<file path="src/rtl/bin2bcd_seq.sv">
// Sequential binary-to-BCD converter (double-dabble). Each clock adds 3 to any
// scratch digit >= 5 and then shifts one bit in. Results are held between conversions.
//
// state   | meaning
// S_IDLE  | waiting for start; bcd/overflow hold the last result (busy=0)
// S_SHIFT | one shift-and-add-3 iteration per clock, W iterations (busy=1)
module bin2bcd_seq #(
   parameter int W      = 16,
   parameter int DIGITS = 5
) (
   input  logic                  clk,
   input  logic                  rst_n,
   input  logic                  start,
   input  logic [W-1:0]          bin,
   output logic                  busy,
   output logic                  done,
   output logic [4*DIGITS-1:0]   bcd,
   output logic                  overflow
);

   localparam int BW = 4 * DIGITS;
   localparam int CW = $clog2(W + 1);

   typedef enum logic {
      S_IDLE  = 1'b0,
      S_SHIFT = 1'b1
   } state_t;

   state_t          r_state;
   state_t          w_state_nxt;

   logic [W-1:0]    r_sr;
   logic [BW-1:0]   r_scr;
   logic [CW-1:0]   r_cnt;
   logic            r_ovf_acc;
   logic [BW-1:0]   r_bcd;
   logic            r_ovf;
   logic            r_done;

   logic            w_accept;
   logic            w_last;
   logic [BW-1:0]   w_corr;
   logic [BW-1:0]   w_scr_nxt;
   logic [W-1:0]    w_sr_nxt;
   logic            w_ovf_bit;

   always_comb begin
      w_corr = r_scr;
      for (int i = 0; i < DIGITS; i++) begin
         if (r_scr[4*i +: 4] >= 4'd5) begin
            w_corr[4*i +: 4] = r_scr[4*i +: 4] + 4'd3;
         end
      end
   end

   // Corrected scratch and shift register move left as one word.
   assign w_scr_nxt = {w_corr[BW-2:0], r_sr[W-1]};
   assign w_sr_nxt  = r_sr << 1;
   assign w_ovf_bit = w_corr[BW-1];

   always_ff @(posedge clk or negedge rst_n) begin
      if (!rst_n) begin
         r_state <= S_IDLE;
      end else begin
         r_state <= w_state_nxt;
      end
   end

   always_comb begin
      w_state_nxt = r_state;
      w_accept    = 1'b0;
      w_last      = 1'b0;
      case (r_state)
         S_IDLE: begin
            if (start) begin
               w_accept    = 1'b1;
               w_state_nxt = S_SHIFT;
            end
         end
         S_SHIFT: begin
            // Terminal count: this edge performs the W-th iteration.
            if (r_cnt == CW'(1)) begin
               w_last      = 1'b1;
               w_state_nxt = S_IDLE;
            end
         end
         default: w_state_nxt = S_IDLE;
      endcase
   end

   always_ff @(posedge clk or negedge rst_n) begin
      if (!rst_n) begin
         r_sr      <= '0;
         r_scr     <= '0;
         r_cnt     <= '0;
         r_ovf_acc <= 1'b0;
         r_bcd     <= '0;
         r_ovf     <= 1'b0;
         r_done    <= 1'b0;
      end else begin
         r_done <= w_last;
         if (w_accept) begin
            r_sr      <= bin;
            r_scr     <= '0;
            r_cnt     <= CW'(W);
            r_ovf_acc <= 1'b0;
         end else if (r_state == S_SHIFT) begin
            r_sr      <= w_sr_nxt;
            r_scr     <= w_scr_nxt;
            r_cnt     <= r_cnt - CW'(1);
            r_ovf_acc <= r_ovf_acc | w_ovf_bit;
         end
         if (w_last) begin
            r_bcd <= w_scr_nxt;
            r_ovf <= r_ovf_acc | w_ovf_bit;
         end
      end
   end

   assign busy     = (r_state == S_SHIFT);
   assign done     = r_done;
   assign bcd      = r_bcd;
   assign overflow = r_ovf;

endmodule

</file>
<file path="config.mk">
export PLATFORM = sky130hd
export DESIGN_NAME = bin2bcd_seq
export DESIGN_NICKNAME = d
export VERILOG_FILES = /design/src/rtl/bin2bcd_seq.sv
export SDC_FILE = /design/constraint.sdc
export NUM_CORES = 1
export LEC_CHECK = 0
export ABC_AREA = 1
export BUFFER_PORTS_ARGS = -buffer_cell sky130_fd_sc_hd__buf_2
export CAP_MARGIN = 25
export CORE_MARGIN = 5
export CORE_UTILIZATION = 50
export DETAILED_ROUTE_END_ITERATION = 16
export MAX_ROUTING_LAYER = met4
export PLACE_DENSITY = 0.74
export SLEW_MARGIN = 10
export SYNTH_ARGS = -nofsm -noshare
export SYNTH_HDL_FRONTEND = slang
export SYNTH_SLANG_ARGS = --single-unit
export TNS_END_PERCENT = 5
</file>
<file path="constraint.sdc">
create_clock -name clk -period 1.2 [get_ports clk]
set_input_delay 0.06 -clock clk [delete_from_list [all_inputs] [get_ports clk]]
set_output_delay 0.06 -clock clk [all_outputs]
set_load 0.02 [all_outputs]
</file>
# ---- Word-level counts from Yosys, hierarchy flattened
# Cells that the tools add are included.
dict set report totals {
  ff_bits 65
  out_inout_bits 23
}
dict set report op_classes {
  mux 19
  bitwise 2
  n_eq_ne 1
  magnitude_cmp 5
  add_sub_neg 6
  reduce_logical 1
}
# op n
set ops {}
lappend ops {{$mux 20} 2}
lappend ops {{$mux 16} 2}
lappend ops {{$add 4x2->4 const B} 5}
lappend ops {{$ge 4x3->1 const B} 5}
lappend ops {{$mux 4} 5}
lappend ops {{$mux 5} 2}
lappend ops {{$mux 1} 7}
lappend ops {{$eq 5x1->1 const B} 1}
lappend ops {{$sub 5x1->5 const B} 1}
lappend ops {{$pmux 1 s2} 1}
lappend ops {{$reduce_bool 2->1} 1}
lappend ops {{$not 1->1} 1}
lappend ops {{$or 1x1->1} 1}

# ---- Depth between registers and ports, before layout
# Gate-level depths: netlist of the first run.
dict set report depth {
  ltp_word 5
  depth_mapped 10
  ltp_nobuf 10
}

# ---- Least setup slack after synthesis of the first run
# No wires, ideal clock.
dict set report synth_timing {
  path_type {flip-flop to flip-flop}
  from {reg r_scr[0]}
  to {reg r_scr[1]}
  t_required_ps 1135
  period_less_slack_ps 1207
  setup_slack_ps -7
  arrival_time_ps 1142
  path_stages_with_launch 9
  n_path_buf 0
  path_cell_list {dfrtp_1 > inv_1 > ha_1 > inv_1 > o21ai_1 > nand2_1 > nand2_1 > nand3_1 > nand2_1}
}
dict set report synth_between {
  elab_chain_len 4
}
# item line_no
set synth_lines {}
lappend synth_lines {{start: declaration} 33} ;# logic [BW-1:0] r_scr;
lappend synth_lines {{start signal: assignment} 109} ;# r_scr <= w_scr_nxt;
lappend synth_lines {{$add 4x2->4 / $ge 4x3->1 (equally long branches)} {51, 50}}
lappend synth_lines {{$mux 4 (*)} 50} ;# if (r_scr[4*i +: 4] >= 4'd5) begin
lappend synth_lines {{$mux 20 (*)} 107} ;# end else if (r_state == S_SHIFT) begin
lappend synth_lines {{$mux 20 (*)} 102} ;# if (w_accept) begin
# Mark *: on every way between the ends. The rest lies on a longest branch, timed or not. The select of a mux whose other input is x is not followed.
# A chain may end at the register's enable or synchronous reset.

# ---- Worst setup path after layout of the first run
dict set report layout_timing {
  from {reg r_scr[4]}
  to {reg r_scr[7]}
}
# The elaborated chain is that of the path after synthesis.

==> results.md, run 1 <==
* CTS Buf Count at 9
* Hold Path Cell Cnt at 4
* Clock transition at path regs at ~0.07 ns
* Final ANT Viol Nets at 0
* Chip width at 89 um
* Crit-path cells: inv_1 -> ha_1 -> inv_2 -> buf_4 -> a21oi_2 -> a21oi_2 -> nand2_1 -> o21ai_1
* Yosys top cell by area: dfrtp_1
* Worst path max stage delay at 0.41 ns
* Yosys reg bits at 65
* Routed wire length per instance at 14.3 um
* Crit path launch type: register
* Pwr dens at 2680 nW/um^2
* Min Tclk post-route at roughly 1.3 ns
* # IOs at 42
* Cell count after synthesis at around 370
* Final HPWL DP at 4.81 mm
* GP Congestion at 0.865
* Worst ir drop on vdd at 1.43 mV
* Htree depth at 3
* Comb pwr share at 51.0%
* Row count at 28
* CP max FO at 4
* Worst R2R Path Depth at 8
* Cell Count Post-Placement at between 400 and 500
* CTS tree: built
* Clk_lat worst skew at approximately 0.34 ns
* Kind of cell adding the most delay to the critical path: flip-flops
* Cell mode on critical path: a21oi_2
* Initial core utilization at 52.1%
* CP max-delay cell: dfrtp_1
* Failing checks: negative setup slack
* GR Overflow Total at 0
* Sw Share at a little over two fifths
* Internal reg-to-reg setup slack at -0.10 ns
* # port buffers at 41
* Most common cell after layout, fill and taps aside: nand2_1
* Relative slew slack at 66.3%
* Setup crit start: r_scr[4]$_DFFE_PN0P_
* Syn nets at 399
* ANT cells at 0
* Worst Path Required at 1.43 ns
* First-pass GRT wire length at 12.5 mm
* Area growth syn-to-layout at 34.5%
* Worst Setup EP: r_scr[7]$_DFFE_PN0P_
* Yosys cell types at 24
* Final setup TNS at -2.61 ns
* Post-layout net count at 487
* Core area at about 6000 um^2
* Initial DRC count at 133
* Reg2reg start: r_scr[4]$_DFFE_PN0P_
* Hold crit path type: in2reg
* Initial antenna violation count at 0
* Period utilization at 108%
* Clock power share at 14.8%
* Worst EP arrival at between 1.5 and 2 ns
* Final-report max-slew violation count at 0
* Crit path buf inv count at 3
* DR DRC count at 0
* Max Buffers Root-to-Sink at 2
* Most frequent cells in the layout: 118 x nand2_1, 64 x dfrtp_1, 41 x buf_2
* NetSw at 4940 uW
* Via density at 5.31
* Worst-margin pin slew at 0.506 ns
* Setup crit end kind: register
* Final worst setup slack at -0.101 ns
* Vias in the first global route at approximately 2700
* Detailed Route WL at 7.65 mm
* Hold_ws at ~0.086 ns
* Hold Fails Final Rpt at 0
* Leakage at 0.00210 uW
* Gr usage total at 21.1%
* Internal power at around 6300 uW
* Share of cells above drive strength 1 at roughly 32%
* Chip Height at 89 um
* Ys Warns at 0
* Reg-to-Reg End: r_scr[7]$_DFFE_PN0P_
* CTS sink cnt at 65
* Setup Viol. Count Final at 38
* Final core utilization at 70.1%
* Status: finished, violations left
* Syn Std Cell Area at 3120 um^2
* Power share of the sequential group at 34.2%
* Critical path depth at 8
* Synth area leaders: dfrtp_1 52%, nand2_1 16%, nand3_1 6.6%, ha_1 4.8%, inv_1 4.8%
* Die ar. at 7920 um^2
* Critical path class: reg2reg
* Drt first pass iters at 5
* Clock Tree Root: clkbuf_8
* Max cap viols at 0
* Clock Skews at 0.00954 ns
* FMAX at just under 800 MHz
* Final Non-Filler Cells at about 540
* Dpl ws at -0.140 ns
* Largest net degree at the start of global routing at 25
* RSZ-0062 raised after global routing: true
* Sequential cell area fraction in the yosys report at 52.1%
* Mapped Avg Cell Area at 8.48 um^2
* Area share of the largest cell type after synthesis at a little over half
* Total number of vias at 2846
-- power groups by stage --
stage	Clock [uW]	Combinational, uW	Sequential (uW)
4_1_cts	1710	5180	3790
2_1_floorplan	0	2900	4100
3_3_place_gp	0	4660	3740
3_5_place_dp	0	4820	3790
6_report	1670	5750	3850
5_1_grt	1820	6430	3950
-- tightest hold or removal path, delay by kind of cell --
| kind | cells | cell delay [ns] |
|---|---|---|
| simple gates | 2 | 0.15 |
| compound gates | 1 | 0.07 |
| buf+inv | 1 | 0.10 |
-- final cells by class --
class,instances,area [um^2]
fill,457,1790
tap,75,93.8
inverter,44,178
multi-input combinational,247,1420
timing repair buffer,89,701
sequential,65,1630
clock inverter,3,15.0
clock buffer,13,159
-- how the worst min path moves through the flow --
stage	from	endpoint	slack, ns
after CTS	start	r_cnt[3]$_DFFE_PN0P_	0.07
after detailed placement	rst_n	bcd[6]$_DFFE_PN0P_	0.06
after floorplan	rst_n	bcd[0]$_DFFE_PN0P_	-0.24
final	start	r_cnt[3]$_DFFE_PN0P_	0.09
after global routing	start	r_ovf_acc$_DFFE_PN0P_	0.11
after global placement	rst_n	bcd[6]$_DFFE_PN0P_	0.05
-- through the flow --
step	power [uW]	instance area, um^2
floorplan	7000	3120
global placement	8390	3590
detailed placement	8600	3590
CTS	10700	4010
global route	12200	4200
finish	11300	4200
-- Yosys cell counts, drive strengths merged --
cell type and number:
a21oi 11, o21bai 1, o22ai 2, nand3 42, ha 12, o221ai 9, a21boi 1, a22oi 1
o211ai 10, nor2 5, dfrtp 65, o21ai 19, a31oi 1, nand2 133, inv 44, buf 12
-- registers in the layout, indices dropped and copies added, names as in the netlist --
| register | count |
|---|---|
| bcd | 20 |
| busy | 1 |
| done | 1 |
| overflow | 1 |
| r_cnt | 5 |
| r_ovf_acc | 1 |
| r_scr | 20 |
| r_sr | 16 |
-- cells by family (layout without fill, tap and decap cells) --
kind of cell,count (synthesis),count (layout),synth area share (%)
flops,65,65,52.1
fa+ha+maj,12,12,4.81
compound gates,55,55,11.1
buf+inv,56,149,8.26
simple gates,180,180,23.7
-- metal layers --
metal / up-vias / global-route usage [%] / part of all wire, %
met4: 0 / 6.09 / 1.9
met2: 93 / 34.0 / 50
met5: - / - / 0
met1: 1357 / 26.1 / 42
li1: 1380 / - / -
met3: 16 / 6.08 / 6.9
-- repair_timing --
item                                   4_1_cts  5_1_grt
hold buffers                                17        0
setup endpoints to repair                   42       47
cloned                                       0        2
setup buffers                                2        0
endpoints found under the hold margin       33        0
pin swaps                                    5       12
gates resized for setup                     27       42
Power figures use the tool's default switching activity.
==> run 2: changes to the inputs <==
--- a/config.mk
+++ b/config.mk
@@ -17,4 +17,4 @@
 export SYNTH_ARGS = -nofsm -noshare
 export SYNTH_HDL_FRONTEND = slang
 export SYNTH_SLANG_ARGS = --single-unit
-export TNS_END_PERCENT = 5
+export TNS_END_PERCENT = 100
==> results.md, run 2 (synthesis gave the netlist of run 1 again) <==
* Status: finished, violations left
* Failing checks: negative setup slack
* Pwr dens at 2880 nW/um^2 (+7.3%)
* Leakage at 0.00229 uW (+9.0%)
* Share of cells above drive strength 1 at 43.5% (+11 points)
* Met2 usage at 37.0% (+3.0 points)
* Final core utilization at 77.7% (+7.6 points)
* Detailed Route WL at 8.99 mm (+18%)
* Clock transition at path regs at 0.07 ns (about the same)
* Crit path launch type: register
* Dpl ws at -0.122 ns (+0.0177 ns)
* Beginning of the worst hold path: start
* RSZ-0062 raised after global routing: true
* Relative slew slack at 73.2% (+6.9 points)
* Critical path class: reg2reg
* Max cap viols at 0 (unchanged)
* Clock Skews at 0.00617 ns (-0.00337 ns)
* CP max FO at 3 (-1)
* Final-report max-slew violation count at 0 (unchanged)
* Initial core utilization at 52.1% (unchanged)
* Total number of vias at 2989 (+5.0%)
* Hold Fails Final Rpt at 0 (unchanged)
* # port buffers at 41 (unchanged)
* Gr usage total at 22.4% (+1.3 points)
* Grt met3 use at 6.45% (+0.37 points)
* Hold crit path type: in2reg
* Chip Height at 89 um (unchanged)
* Row count at 28 (unchanged)
* Initial DRC count at 159 (+20%)
* Initial antenna violation count at 0 (unchanged)
* Htree depth at 3 (unchanged)
* Setup crit end kind: register
* Reg2reg start: r_scr[9]$_DFFE_PN0P_
* FMAX at 763 MHz (-0.73%)
* Via density at 5.41 (+1.8%)
* Setup Viol. Count Final at 36 (-5.3%)
* Drt first pass iters at 5 (unchanged)
* Core area at 5990 um^2 (unchanged)
* Most frequent cells in the layout: 112 x nand2_1, 64 x dfrtp_1, 41 x buf_4
* # IOs at 42 (unchanged)
* Clock Tree Root: clkbuf_8
* Chip width at 89 um (unchanged)
* Cell Count Post-Placement at 496 (-0.60%)
* Routed wire length per instance at 16.3 um (+14%)
* Final worst setup slack at -0.110 ns (-0.00954 ns)
* DR DRC count at 0 (unchanged)
* Worst EP arrival at 1.55 ns (+0.02 ns)
* Max Buffers Root-to-Sink at 2 (unchanged)
* CTS tree: built
* Die ar. at 7920 um^2 (unchanged)
* Most common cell after layout, fill and taps aside: nand2_1
* Worst Path Required at 1.44 ns (about the same)
* Post-layout net count at 506 (+3.9%)
* Largest net degree at the start of global routing at 66 (+160%)
* Period utilization at 109% (+0.80 points)
* Vias in the first global route at 2951 (+7.6%)
* Setup crit start: r_scr[9]$_DFFE_PN0P_
* Worst ir drop on vdd at 1.62 mV (+14%)
* CTS sink cnt at 65 (unchanged)
* Area growth syn-to-layout at 49.2%
* Fillers at 362 (-21%)
* ANT cells at 0 (unchanged)
* Final Non-Filler Cells at 553 (+3.2%)
* Busiest layer in global routing: met2
* First-pass GRT wire length at 13.2 mm (+6.0%)
* Final HPWL DP at 4.58 mm (-4.7%)
* M1 GR Usage at 26.8% (+0.71 points)
* Clk_lat worst skew at 0.34 ns (about the same)
* GP Congestion at 0.896 (+3.6%)
* GR Overflow Total at 0 (unchanged)
* Min Tclk post-route at 1.31 ns (+0.00954 ns)
* CTS Buf Count at 9 (unchanged)
* Worst-margin pin slew at 0.402 ns (-0.103 ns)
* Final ANT Viol Nets at 0 (unchanged)
==> run 2: power breakdown <==
group	total [uW]	switching, uW	internal, uW
combinational	7640	4400	3240
clock	1820	842	982
sequential	3940	791	3150
total	13400	6030	7370
==> run 2: final timing paths <==
check                      cells past startpoint                   end  slack, ns
min in group asynchronous                      3    bcd[6]$_DFFE_PN0P_       0.26
max                                            7   bcd[10]$_DFFE_PN0P_      -0.11
min reg2reg                                    2    bcd[6]$_DFFE_PN0P_       0.46
max in group asynchronous                      3        busy$_DFF_PN0_       0.65
max reg2reg                                    7   bcd[10]$_DFFE_PN0P_      -0.11
min                                            4  r_cnt[3]$_DFFE_PN0P_       0.14
==> run 2: timing repair <==
action / 4_1_cts / 5_1_grt
setup buffers: 15 / 12
hold buffers: 17 / 0
cloned: 0 / 1
endpoints found under the hold margin: 81 / 0
setup endpoints to repair: 39 / 57
resized for setup: 72 / 79
pin swaps: 29 / 34
==> run 2: through the flow <==
step / power [uW] / area, um^2 / setup TNS (ns) / hold WS, ns
final: 13400 / 4660 / -2.52 / 0.145
after floorplan: 7040 / 3140 / 0 / -0.236
after detailed placement: 8550 / 3550 / -2.79 / 0.103
after global routing: 14300 / 4660 / -4.63 / 0.152
after CTS: 11600 / 4250 / -2.14 / 0.0933
after global placement: 8330 / 3550 / -1.37 / 0.103
==> run 2: critical path, stage by stage (launching register included) <==
cell and delay, ns:
dfrtp_1 0.42, inv_2 0.12, ha_4 0.15, inv_4 0.04
o21ai_4 0.19, nand3_2 0.14, nand3_2 0.11, nand2_2 0.05
==> run 2: layer usage <==
metal | wire (um) | vias up
met4 | 167 | 0
met3 | 545 | 21
met5 | 0 | -
met2 | 4490 | 103
met1 | 3790 | 1444
li1 | - | 1421
==> run 2: cell type report <==
class	count	area (um^2)	share of cell area, %
multi-input cells	247	1720	37.0
flip-flops and latches	65	1630	35.0
repair buffers	108	835	17.9
inverters	44	193	4.14
clock buffers	10	138	2.96
well taps	75	93.8	2.02
clock inverters	4	45.0	0.967
==> run 3: changes to the inputs <==
--- a/config.mk
+++ b/config.mk
@@ -5,14 +5,13 @@
 export SDC_FILE = /design/constraint.sdc
 export NUM_CORES = 1
 export LEC_CHECK = 0
-export ABC_AREA = 1
 export BUFFER_PORTS_ARGS = -buffer_cell sky130_fd_sc_hd__buf_2
 export CAP_MARGIN = 25
 export CORE_MARGIN = 5
 export CORE_UTILIZATION = 50
 export DETAILED_ROUTE_END_ITERATION = 16
 export MAX_ROUTING_LAYER = met4
-export PLACE_DENSITY = 0.74
+export PLACE_DENSITY = 0.71
 export SLEW_MARGIN = 10
 export SYNTH_ARGS = -nofsm -noshare
 export SYNTH_HDL_FRONTEND = slang
==> constraint.sdc (replaced) <==
create_clock -name clk -period 1.3 [get_ports clk]
set_input_delay 0.26 -clock clk [delete_from_list [all_inputs] [get_ports clk]]
set_output_delay 0.26 -clock clk [all_outputs]
set_load 0.02 [all_outputs]
==> results.md, run 3 <==
* Cell count after synthesis at 276 (-25%)
* Pwr dens at 2680 nW/um^2 (-6.8%)
* Comb pwr share at 55.4% (-1.6 points)
* Worst-margin pin slew at 0.361 ns (-0.0418 ns)
* ANT cells at 0 (unchanged)
* Relative slew slack at 76.0% (+2.8 points)
* Initial DRC count at 56 (-65%)
* Detailed Route WL at 6.99 mm (-22%)
* Syn Std Cell Area at 3100 um^2 (-0.60%)
* Via density at 5.25 (-2.8%)
* GR Overflow Total at 0 (unchanged)
* Clock Tree Root: clkbuf_8
* Final HPWL DP at 4.23 mm (-7.8%)
* Cell Count Post-Placement at 419 (-16%)
* Period utilization at 113% (+4.3 points)
* Chip width at 88.8 um (-0.27%)
* Count leader, synth: dfrtp_1
* Simple-gate share of the synthesized area at 10.1% (-14 points)
* CP max FO at 3 (unchanged)
* Most frequent cells in the layout: 64 x dfrtp_1, 41 x buf_4, 40 x nand2_1, 40 x buf_2, 19 x a22o_1
* CTS sink cnt at 65 (unchanged)
* Setup Viol. Count Final at 31 (-14%)
* Clock power share at 14.0% (+0.4 points)
* Commonest cells in the netlist: 65 x dfrtp_1, 42 x nand2_1, 32 x o21ai_0, 20 x mux2i_1, 19 x a22o_1
* Area growth syn-to-layout at 42.4%
* Hold crit path type: in2reg
* Final-report max-slew violation count at 0 (unchanged)
* Initial core utilization at 51.8% (-0.31 points)
* Syn nets at 307 (-23%)
* Critical path class: reg2reg
* Clk_lat worst skew at 0.35 ns (about the same)
* Clock Skews at 0.00480 ns (-0.00138 ns)
* Chip Height at 88.8 um (-0.27%)
* Failing checks: negative setup slack
* Area share of the largest cell type after synthesis at 52.4% (+0.32 points)
* Mapped Avg Cell Area at 11.2 um^2 (+33%)
* Clock transition at path regs at 0.07 ns (about the same)
* Total number of vias at 2396 (-20%)
* Async SR Flop Fraction at 100% (unchanged)
* Routed wire length per instance at 15.3 um (-5.8%)
* Sequential cell area fraction in the yosys report at 52.4% (+0.32 points)
* Worst ir drop on vdd at 1.33 mV (-18%)
* Final core utilization at 73.7% (-4.0 points)
* Core area at 5990 um^2 (unchanged)
* Crit path launch type: register
* Post-synthesis adder-cell area fraction at 4.84% (+0.029 points)
* # IOs at 42 (unchanged)
* Final Non-Filler Cells at 456 (-18%)
* Status: finished, violations left
* Largest family of logic cells by synthesized area: multiplexers
* Synth Area in Compound Gates at 12.1% (+1.1 points)
* Sw Share at 38.2% (-6.8 points)
* Ys Warns at 0 (unchanged)
* Worst EP arrival at 1.76 ns (+0.21 ns)
* Worst Path Required at 1.59 ns (+0.15 ns)
* FMAX at 678 MHz (-11%)
* Most common cell after layout, fill and taps aside: dfrtp_1
* Yosys cell types at 27 (+13%)
* Min Tclk post-route at 1.48 ns (+0.165 ns)
* Most used DFF post-synth: dfrtp_1
* Leakage at 0.00217 uW (-5.3%)
* Vias in the first global route at 2426 (-18%)
* Yosys top cell by area: dfrtp_1
* Setup crit end kind: register
* Post-synth EDFFs at 0 (unchanged)
* Power share of the sequential group at 30.6% (+1.2 points)
* Yosys reg bits at 65 (unchanged)
* NetSw at 4530 uW (-25%)
* # port buffers at 41 (unchanged)
* GP Congestion at 0.764 (-15%)
* First-pass GRT wire length at 11.2 mm (-15%)
* Post-layout net count at 407 (-20%)
* Max cap viols at 0 (unchanged)
* CTS tree: built
* Htree depth at 3 (unchanged)
* Post-synthesis mux area share at 14.3% (+14 points)
* Final ANT Viol Nets at 0 (unchanged)
* Synth area leaders: dfrtp_1 52%, mux2i_1 6.5%, a22o_1 5.4%, o21ai_0 5.2%, nand2_1 5.1%
* Max Buffers Root-to-Sink at 2 (unchanged)
* Hold Fails Final Rpt at 0 (unchanged)
* Internal power at 7320 uW (-0.70%)
* Post-synthesis xor/xnor area fraction at 1.98% (+2.0 points)
* RSZ-0062 raised after global routing: true
* Largest net degree at the start of global routing at 66 (unchanged)
* DR DRC count at 0 (unchanged)
* Share of cells above drive strength 1 at 50.9% (+7.4 points)
* Final worst setup slack at -0.175 ns (-0.0651 ns)
* CTS Buf Count at 9 (unchanged)
* Initial antenna violation count at 0 (unchanged)
* Gr usage total at 19.7% (-2.8 points)
* Row count at 28 (unchanged)
* Drt first pass iters at 4 (-1)
* Die ar. at 7880 um^2 (-0.54%)
* Final setup TNS at -2.44 ns (+0.0855 ns)
run 3: cell types whose count changed after synthesis, sizes merged, moves of 6 or more:
cell,delta
xnor2,+6
a22o,+19
mux2i,+20
o221ai,-9
inv,-30
o211ai,-10
o21ai,+13
nand2,-91
nand3,-41
buf,-6
nand2b,+10
mux2,+19
run 3: worst max-delay path: stages, from the launching register on:
cell and delay [ns]:
dfrtp_1 0.43, ha_2 0.19, nand2b_4 0.14, a21oi_4 0.18, mux2i_2 0.29, mux2_4 0.19
run 3: final timing paths:
path                                             from                    to  slack [ns]  cells after the start
max in group asynchronous                       rst_n  r_cnt[3]$_DFFE_PN0P_        0.55                      3
worst min register to register    bcd[18]$_DFFE_PN0P_   bcd[18]$_DFFE_PN0P_        0.48                      2
worst max register to register  r_scr[12]$_DFFE_PN0P_   bcd[14]$_DFFE_PN0P_       -0.18                      5
worst min-delay path                           bin[0]   r_sr[0]$_DFFE_PN0P_        0.16                      3
worst max-delay path            r_scr[12]$_DFFE_PN0P_   bcd[14]$_DFFE_PN0P_       -0.18                      5
min in group asynchronous                       rst_n    bcd[6]$_DFFE_PN0P_        0.43                      3
run 3: metal layers:
metal	wire, um	up-vias	global-route usage, %
met5	0	-	-
met4	174	0	11.5
met3	226	12	3.35
met2	3480	37	30.6
met1	3110	1193	24.0
li1	-	1154	-
run 3: cell families after synthesis:
group,Yosys count
AO/OA/AOI/OAI,60
flip-flops,65
AND/OR/NAND/NOR,68
buffers and inverters,25
multiplexers,39
XOR/XNOR,7
adder cells (fa/ha/maj),12
run 3: what timing repair did:
| action | in CTS | in global routing |
|---|---|---|
| pin swaps | 12 | 14 |
| hold buffers | 1 | 0 |
| setup buffers | 8 | 9 |
| endpoints found under the setup margin | 35 | 36 |
| endpoints found under the hold margin | 65 | 0 |
| resized for setup | 48 | 37 |
| cloned | 3 | 0 |
run 3: through the flow:
stage	area [um^2]	setup slack, ns	hold slack, ns	total power (uW)
after floorplan	3230	-0.195	-0.0356	6990
after global placement	3770	-0.0938	0.302	8500
after detailed placement	3770	-0.145	0.303	8730
after CTS	4220	-0.156	0.163	11100
after global routing	4420	-0.246	0.194	12700
final	4420	-0.175	0.165	11800
run 3: cell type report:
class / instances / area [um^2]
multi-input cells: 186 / 1690
repair inverters: 3 / 31.3
clock inverters: 2 / 10.0
repair buffers: 97 / 717
clock buffers: 14 / 183
inverters: 14 / 65.1
flip-flops and latches: 65 / 1630
well taps: 75 / 93.8
fillers: 408 / 1570
run 3: power by group through the flow:
stage	registers, uW	logic, uW	clock network (uW)
global placement	3520	4980	0
CTS	3570	5860	1690
floorplan	3870	3120	0
finish	3620	6570	1660
global route	3730	7130	1800
detailed placement	3550	5180	0
